--- src/rtl/mempool_tcdm_req_tracker_pkg.sv ---
// Shared types for the TCDM request tracker: snitch-compatible request/response layout.
// Optional build macro MEMPOOL_TCDM_STATS_EN is consumed by the top.
package mempool_tcdm_req_tracker_pkg;

  localparam int unsigned MetaIdWidth = 4;

  typedef logic [MetaIdWidth-1:0] meta_id_t;

  typedef struct packed {
    logic [31:0] addr;
    logic        write;
    logic [3:0]  amo;
    logic [31:0] data;
    logic [3:0]  strb;
    meta_id_t    id;
  } dreq_t;

  typedef struct packed {
    logic [31:0] data;
    logic        error;
    meta_id_t    id;
  } dresp_t;

  function automatic logic [31:0] sat_inc32(input logic [31:0] v);
    return (v == 32'hFFFF_FFFF) ? v : v + 32'd1;
  endfunction

endpackage

--- src/rtl/mempool_tcdm_req_tracker_if.sv ---
// TCDM data-port bundle: request channel q, response channel p.
// master drives requests and accepts responses; slave is the opposite side.
interface mempool_tcdm_req_tracker_if;
  import mempool_tcdm_req_tracker_pkg::*;

  dreq_t  q;
  logic   q_valid;
  logic   q_ready;
  dresp_t p;
  logic   p_valid;
  logic   p_ready;

  modport master (output q, q_valid, p_ready, input q_ready, p, p_valid);
  modport slave  (input q, q_valid, p_ready, output q_ready, p, p_valid);
endinterface

--- src/rtl/mempool_tcdm_req_tracker_spill.sv ---
// Two-entry spill register: full throughput, cuts both valid/data and ready paths.
module mempool_tcdm_req_tracker_spill #(
  parameter type T = logic
) (
  input  logic clk_i,
  input  logic rst_i,
  input  logic valid_i,
  output logic ready_o,
  input  T     data_i,
  output logic valid_o,
  input  logic ready_i,
  output T     data_o
);

  T     r_a_data, r_b_data;
  logic r_a_full, r_b_full;
  logic w_a_fill, w_a_drain, w_b_fill, w_b_drain;

  // Slot A takes new data; it spills into B only when the consumer stalls.
  assign w_a_fill  = valid_i & ready_o;
  assign w_a_drain = r_a_full & ~r_b_full;
  assign w_b_fill  = w_a_drain & ~ready_i;
  assign w_b_drain = r_b_full & ready_i;

  always_ff @(posedge clk_i) begin
    if (rst_i) begin
      r_a_full <= 1'b0;
      r_b_full <= 1'b0;
      r_a_data <= '0;
      r_b_data <= '0;
    end else begin
      if (w_a_fill) r_a_data <= data_i;
      if (w_b_fill) r_b_data <= r_a_data;
      r_a_full <= w_a_fill | (r_a_full & ~w_a_drain);
      r_b_full <= w_b_fill | (r_b_full & ~w_b_drain);
    end
  end

  assign ready_o = ~r_a_full | ~r_b_full;
  assign valid_o = r_a_full | r_b_full;
  assign data_o  = r_b_full ? r_b_data : r_a_data;

endmodule

--- src/rtl/mempool_tcdm_req_tracker.sv ---
// Tracks in-flight TCDM requests by id: blocks duplicate ids, caps outstanding count, honours fence.
// Define MEMPOOL_TCDM_STATS_EN to build the saturating stall-cycle counter.
module mempool_tcdm_req_tracker
  import mempool_tcdm_req_tracker_pkg::*;
#(
  parameter int unsigned MaxOutstanding = 8,
  parameter bit          RegisterResp   = 1'b0
) (
  input  logic                              clk_i,
  input  logic                              rst_i,
  mempool_tcdm_req_tracker_if.slave         core,
  mempool_tcdm_req_tracker_if.master        tcdm,
  input  logic                              fence_i,
  output logic                              idle_o,
  output logic                              spurious_resp_o,
  output logic [31:0]                       stall_cycles_o
);

  localparam int unsigned CntW   = $clog2(MaxOutstanding + 1);
  localparam int unsigned NumIds = 2 ** MetaIdWidth;
  localparam logic [CntW-1:0] MaxCnt = CntW'(MaxOutstanding);
  localparam logic [CntW-1:0] OneCnt = CntW'(1);

  logic [CntW-1:0]   r_count;
  logic [NumIds-1:0] r_busy;
  logic              r_spurious;

  logic w_full, w_block, w_req_hs, w_rsp_hs, w_rsp_known, w_rsp_retire;

  assign tcdm.q = core.q;

  assign w_full  = (r_count == MaxCnt);
  assign w_block = w_full | r_busy[core.q.id] | fence_i;

  assign tcdm.q_valid = core.q_valid & ~w_block & ~rst_i;
  assign core.q_ready = tcdm.q_ready & ~w_block & ~rst_i;

  assign w_req_hs     = tcdm.q_valid & tcdm.q_ready;
  assign w_rsp_hs     = tcdm.p_valid & tcdm.p_ready & ~rst_i;
  assign w_rsp_known  = r_busy[tcdm.p.id];
  assign w_rsp_retire = w_rsp_hs & w_rsp_known;

  // Only responses for tracked ids retire; that keeps count from underflowing.
  always_ff @(posedge clk_i) begin
    if (rst_i) begin
      r_count    <= '0;
      r_busy     <= '0;
      r_spurious <= 1'b0;
    end else begin
      if (w_req_hs && !w_rsp_retire)      r_count <= r_count + OneCnt;
      else if (!w_req_hs && w_rsp_retire) r_count <= r_count - OneCnt;
      if (w_rsp_retire) r_busy[tcdm.p.id] <= 1'b0;
      if (w_req_hs)     r_busy[core.q.id] <= 1'b1;
      if (w_rsp_hs && !w_rsp_known) r_spurious <= 1'b1;
    end
  end

  assign idle_o          = (r_count == '0);
  assign spurious_resp_o = r_spurious;

  // Reset drains the interconnect: responses are accepted and never forwarded.
  if (RegisterResp) begin : g_spill
    logic w_spill_ready, w_spill_valid;
    mempool_tcdm_req_tracker_spill #(.T(dresp_t)) u_spill (
      .clk_i   (clk_i),
      .rst_i   (rst_i),
      .valid_i (tcdm.p_valid),
      .ready_o (w_spill_ready),
      .data_i  (tcdm.p),
      .valid_o (w_spill_valid),
      .ready_i (core.p_ready),
      .data_o  (core.p)
    );
    assign tcdm.p_ready = w_spill_ready | rst_i;
    assign core.p_valid = w_spill_valid & ~rst_i;
  end else begin : g_pass
    assign core.p       = tcdm.p;
    assign core.p_valid = tcdm.p_valid & ~rst_i;
    assign tcdm.p_ready = core.p_ready | rst_i;
  end

`ifdef MEMPOOL_TCDM_STATS_EN
  logic [31:0] r_stall_cycles;
  always_ff @(posedge clk_i) begin
    if (rst_i)                        r_stall_cycles <= '0;
    else if (core.q_valid && w_block) r_stall_cycles <= sat_inc32(r_stall_cycles);
  end
  assign stall_cycles_o = r_stall_cycles;
`else
  assign stall_cycles_o = '0;
`endif

endmodule

--- src/flat_wrapper.sv ---
// flat-port wrapper written by rule: the top's interface ports become plain ports
module mempool_tcdm_req_tracker_flat import mempool_tcdm_req_tracker_pkg::*;
#(
  parameter int unsigned MaxOutstanding = 8,
  parameter bit          RegisterResp   = 1'b0
)
  (clk_i, rst_i, fence_i, idle_o, spurious_resp_o, stall_cycles_o, core_q, core_q_valid, core_p_ready, core_q_ready, core_p, core_p_valid, tcdm_q, tcdm_q_valid, tcdm_p_ready, tcdm_q_ready, tcdm_p, tcdm_p_valid);
  mempool_tcdm_req_tracker_if core_i ();
  mempool_tcdm_req_tracker_if tcdm_i ();
  input  logic clk_i;
  input  logic rst_i;
  input  logic fence_i;
  output logic idle_o;
  output logic spurious_resp_o;
  output logic [31:0] stall_cycles_o;
  input wire logic [$bits(core_i.q)-1:0] core_q;
  input wire logic [$bits(core_i.q_valid)-1:0] core_q_valid;
  input wire logic [$bits(core_i.p_ready)-1:0] core_p_ready;
  output wire logic [$bits(core_i.q_ready)-1:0] core_q_ready;
  output wire logic [$bits(core_i.p)-1:0] core_p;
  output wire logic [$bits(core_i.p_valid)-1:0] core_p_valid;
  output wire logic [$bits(tcdm_i.q)-1:0] tcdm_q;
  output wire logic [$bits(tcdm_i.q_valid)-1:0] tcdm_q_valid;
  output wire logic [$bits(tcdm_i.p_ready)-1:0] tcdm_p_ready;
  input wire logic [$bits(tcdm_i.q_ready)-1:0] tcdm_q_ready;
  input wire logic [$bits(tcdm_i.p)-1:0] tcdm_p;
  input wire logic [$bits(tcdm_i.p_valid)-1:0] tcdm_p_valid;
  assign core_i.q = core_q;
  assign core_i.q_valid = core_q_valid;
  assign core_i.p_ready = core_p_ready;
  assign core_q_ready = core_i.q_ready;
  assign core_p = core_i.p;
  assign core_p_valid = core_i.p_valid;
  assign tcdm_q = tcdm_i.q;
  assign tcdm_q_valid = tcdm_i.q_valid;
  assign tcdm_p_ready = tcdm_i.p_ready;
  assign tcdm_i.q_ready = tcdm_q_ready;
  assign tcdm_i.p = tcdm_p;
  assign tcdm_i.p_valid = tcdm_p_valid;
  mempool_tcdm_req_tracker #(.MaxOutstanding(MaxOutstanding), .RegisterResp(RegisterResp)) u_core (.clk_i(clk_i), .rst_i(rst_i), .core(core_i), .tcdm(tcdm_i), .fence_i(fence_i), .idle_o(idle_o), .spurious_resp_o(spurious_resp_o), .stall_cycles_o(stall_cycles_o));
endmodule
--- config.mk ---
export PLATFORM = sky130hd
export DESIGN_NAME = mempool_tcdm_req_tracker_flat
export DESIGN_NICKNAME = d
export VERILOG_FILES = /design/src/rtl/mempool_tcdm_req_tracker_pkg.sv /design/src/rtl/mempool_tcdm_req_tracker_if.sv /design/src/rtl/mempool_tcdm_req_tracker_spill.sv /design/src/rtl/mempool_tcdm_req_tracker.sv /design/src/flat_wrapper.sv
export SDC_FILE = /design/constraint.sdc
export NUM_CORES = 1
export LEC_CHECK = 0
export ABC_AREA = 0
export BUFFER_PORTS_ARGS = -buffer_cell sky130_fd_sc_hd__buf_4
export CAP_MARGIN = 25
export CELL_PAD_IN_SITES_DETAIL_PLACEMENT = 1
export CELL_PAD_IN_SITES_GLOBAL_PLACEMENT = 2
export CORE_MARGIN = 4
export CORE_UTILIZATION = 17
export CTS_BUF_LIST = sky130_fd_sc_hd__clkbuf_8
export CTS_CLUSTER_DIAMETER = 50
export DETAILED_ROUTE_END_ITERATION = 10
export HOLD_SLACK_MARGIN = 0.05
export PLACE_DENSITY_LB_ADDON = 0.1
export REMOVE_ABC_BUFFERS = 1
export SLEW_MARGIN = 20
export SYNTH_ARGS = -nofsm -noshare
export SYNTH_HDL_FRONTEND = slang
export SYNTH_SLANG_ARGS = --single-unit
--- constraint.sdc ---
create_clock -name clk_i -period 3.6 [get_ports clk_i]
set_input_delay 0.54 -clock clk_i [delete_from_list [all_inputs] [get_ports clk_i]]
set_output_delay 0.54 -clock clk_i [all_outputs]
set_load 0.03 [all_outputs]
==> results.json <==
{
  "outcome": "finished clean",
  "slew_headroom": 0.528,
  "muxShareOfSynthArea": 0.133,
  "drv_slew": 0,
  "synth_seq_area_share": 0.161,
  "cts-root-buf": "clkbuf_8",
  "final_antenna_net_count": 0,
  "cts_buffers": 3,
  "setup_viol": 0,
  "fp.dieW_um": 132,
  "grt_first_pass_wirelength_um": 23900,
  "reg2reg_slack_ps": 560,
  "finalHoldViolCount": 0,
  "critPathKind": "input port to primary output",
  "rsz0062_at_grt": "false",
  "grt_max_degree": 28,
  "clk_path_buf_depth": 2,
  "synth_flop_cell": "dfxtp_1",
  "grt_pass1_vias": 1653,
  "core_sq_um": 14800,
  "intPower_mw": 0.368,
  "firstDrtPassIters": 4,
  "drtIter0Drc": 102,
  "placementRows": 44,
  "ys_ff_latch": 21,
  "grt_overflow": 0,
  "synth_area_per_cell_sq_um": 8.45,
  "drive_above_1_share": 0.227,
  "clock_latency_ps": 290,
  "clockPowerShare": 0.304,
  "drv_cap": 0,
  "dr_total_vias": 1708,
  "crit_required_ps": 3060,
  "p_comb_frac": 0.291,
  "num-fill-cells": 1782,
  "dpl.hpwl_um": 18100,
  "async_reset_ff_frac": 0,
  "synth_edf_count": 0,
  "ctsResizeCount": 0,
  "die_y_um": 132,
  "syn2layout_area_growth_pct": -20.7,
  "crit_path_end_kind": "primary output",
  "power.total_mw": 0.605,
  "cp-start-kind": "input port",
  "grt_antenna_before_repair": 0,
  "nNetsFinal": 342,
  "r2r-start": "u_core.r_busy[4]$_SDFF_PP0_",
  "synth-compound-area-share": 0.0884,
  "via_per_inst": 4.27,
  "leakage_nw": 0.781,
  "htree_levels": 1,
  "fmax_mhz": 329,
  "crit_fanout": 10,
  "r2r_cells": 11,
  "holdPathStages": 2,
  "skew_ps": 2.96,
  "power.switching_mw": 0.237,
  "drc": 0,
  "io_buffers": 28,
  "die-area_sq_um": 17400,
  "synth_cells": 308,
  "synth_top_family_by_area": "buffers and inverters",
  "cts_tree": "built",
  "yosys_warnings": 0,
  "syn_area_sq_um": 2600,
  "wl_um": 20000,
  "period_share": 0.845,
  "post-route-min-period_ps": 3040,
  "crit_start": "core_q[1]",
  "p_per_area_nw_per_um2": 293,
  "synth_xor_area_frac": 0.00673,
  "clkTransAtPathRegs_ps": 100,
  "holdBufCountCts": 0,
  "ys_types": 42,
  "tns_ps": 0,
  "synth_top_cell_area_share": 0.424,
  "netlist_top_cells_count": "147 x buf_4, 21 x dfxtp_1, 17 x nor2_1",
  "swShare": 0.391,
  "hold_path.class": "flip-flop to flip-flop",
  "hold_start": "u_core.r_busy[12]$_SDFF_PP0_",
  "gp_routability_congestion": 0.877,
  "cp.arrival_ps": 2500,
  "worst_slew_pin_slew_ps": 698,
  "ir_drop_uv": 103,
  "track_usage": 0.221,
  "start_util": 0.176,
  "post-cts-setup-buffers": 0,
  "routedWlPerCell_um": 50.0,
  "antenna_cells": 0,
  "min_delay_worst_endpoint": "u_core.r_busy[12]$_SDFF_PP0_",
  "fin_hold_ws_ps": 540,
  "regToRegEndpoint": "u_core.r_count[3]$_SDFFE_PP0P_",
  "yosysTopAreaCell": "buf_4",
  "yosys.area_share.simple": 0.132,
  "synth_fa_ha_area_frac": 0.0221,
  "clock-sinks": 21,
  "ios": 273,
  "yosysMostFrequentCell": "buf_4",
  "seqPwrFrac": 0.405,
  "yosys-top-cells-area": "buf_4 42%, dfxtp_1 16%, mux4_2 8.6%, nor2b_1 3.6%, o21ai_0 2.9%"
}
[metrics by stage]
step                instances  setup slack, ps  utilization  instance area [sq um]
global placement          396              240        0.137                   2020
floorplan                 182              631            -                   1570
CTS                       400              527        0.140                   2070
global route              400              287        0.140                   2070
detailed placement        396              211        0.137                   2020
finish                    400              558        0.140                   2070
[routing by layer]
| layer | vias up | track usage | share of wire |
|---|---|---|---|
| met5 | - | 0.0111 | 0.0013 |
| met4 | 2 | 0.0298 | 0.014 |
| met3 | 14 | 0.350 | 0.32 |
| met2 | 242 | 0.336 | 0.43 |
| met1 | 774 | 0.142 | 0.23 |
| li1 | 676 | - | - |
[critical path, cell delays in order]
cell      delay [ps]
buf_4            160
mux4_2           500
mux2i_1          200
mux2i_1          170
nor4bb_1         650
buf_4            280
[sequential cells by signal (all words and copies together), names as in the netlist]
register and flops:
u_core.r_busy 16, u_core.spurious_resp_o 1, u_core.r_count 4
[cell type report]
type,instances,area [sq um],area share
sequential,21,420,0.204
timing repair buffer,30,225,0.109
clock inverter,1,3.75,0.00182
clock buffer,3,41.3,0.0200
tap,184,230,0.111
multi-input combinational,153,1110,0.540
inverter,8,30.0,0.0145
[worst max-delay path by stage]
stage / endpoint / slack, ps / depth (start not counted)
finish: tcdm_q_valid / 560 / 6
global route: u_core.r_count[3]$_SDFFE_PP0P_ / 290 / 11
CTS: u_core.r_count[3]$_SDFFE_PP0P_ / 530 / 11
detailed placement: u_core.r_count[3]$_SDFFE_PP0P_ / 210 / 12
global placement: u_core.r_count[3]$_SDFFE_PP0P_ / 240 / 12
floorplan: u_core.r_count[3]$_SDFFE_PP0P_ / 630 / 11
[cells by family after synthesis]
family	count (synthesis)
and+or+nand+nor	59
muxes	20
DFF	21
other	1
adders and majority gates	4
AOI/OAI and AO/OA	36
xor gates and xnor gates	2
buffers and inverters	165
[power by group through the flow]
stage	logic, mW	clock network (mW)	registers (mW)
2_1_floorplan	0.0977	0	0.250
3_3_place_gp	0.177	0	0.251
3_5_place_dp	0.176	0	0.250
4_1_cts	0.177	0.195	0.245
5_1_grt	0.189	0.198	0.246
6_report	0.176	0.184	0.245
[cell usage in the layout (no fill, tap or decap), drive strengths merged, types with 3 or more instances in the layout]
| cell | count |
|---|---|
| conb | 32 |
| o21ai | 18 |
| nand3b | 6 |
| a21oi | 3 |
| mux2 | 4 |
| nand2 | 3 |
| nor2 | 17 |
| mux2i | 5 |
| nor2b | 15 |
| ha | 3 |
| dfxtp | 21 |
| o32ai | 7 |
| mux4 | 11 |
| nand3 | 4 |
| inv | 9 |
| buf | 30 |
| clkbuf | 3 |
(Power assumes the default switching activity.)
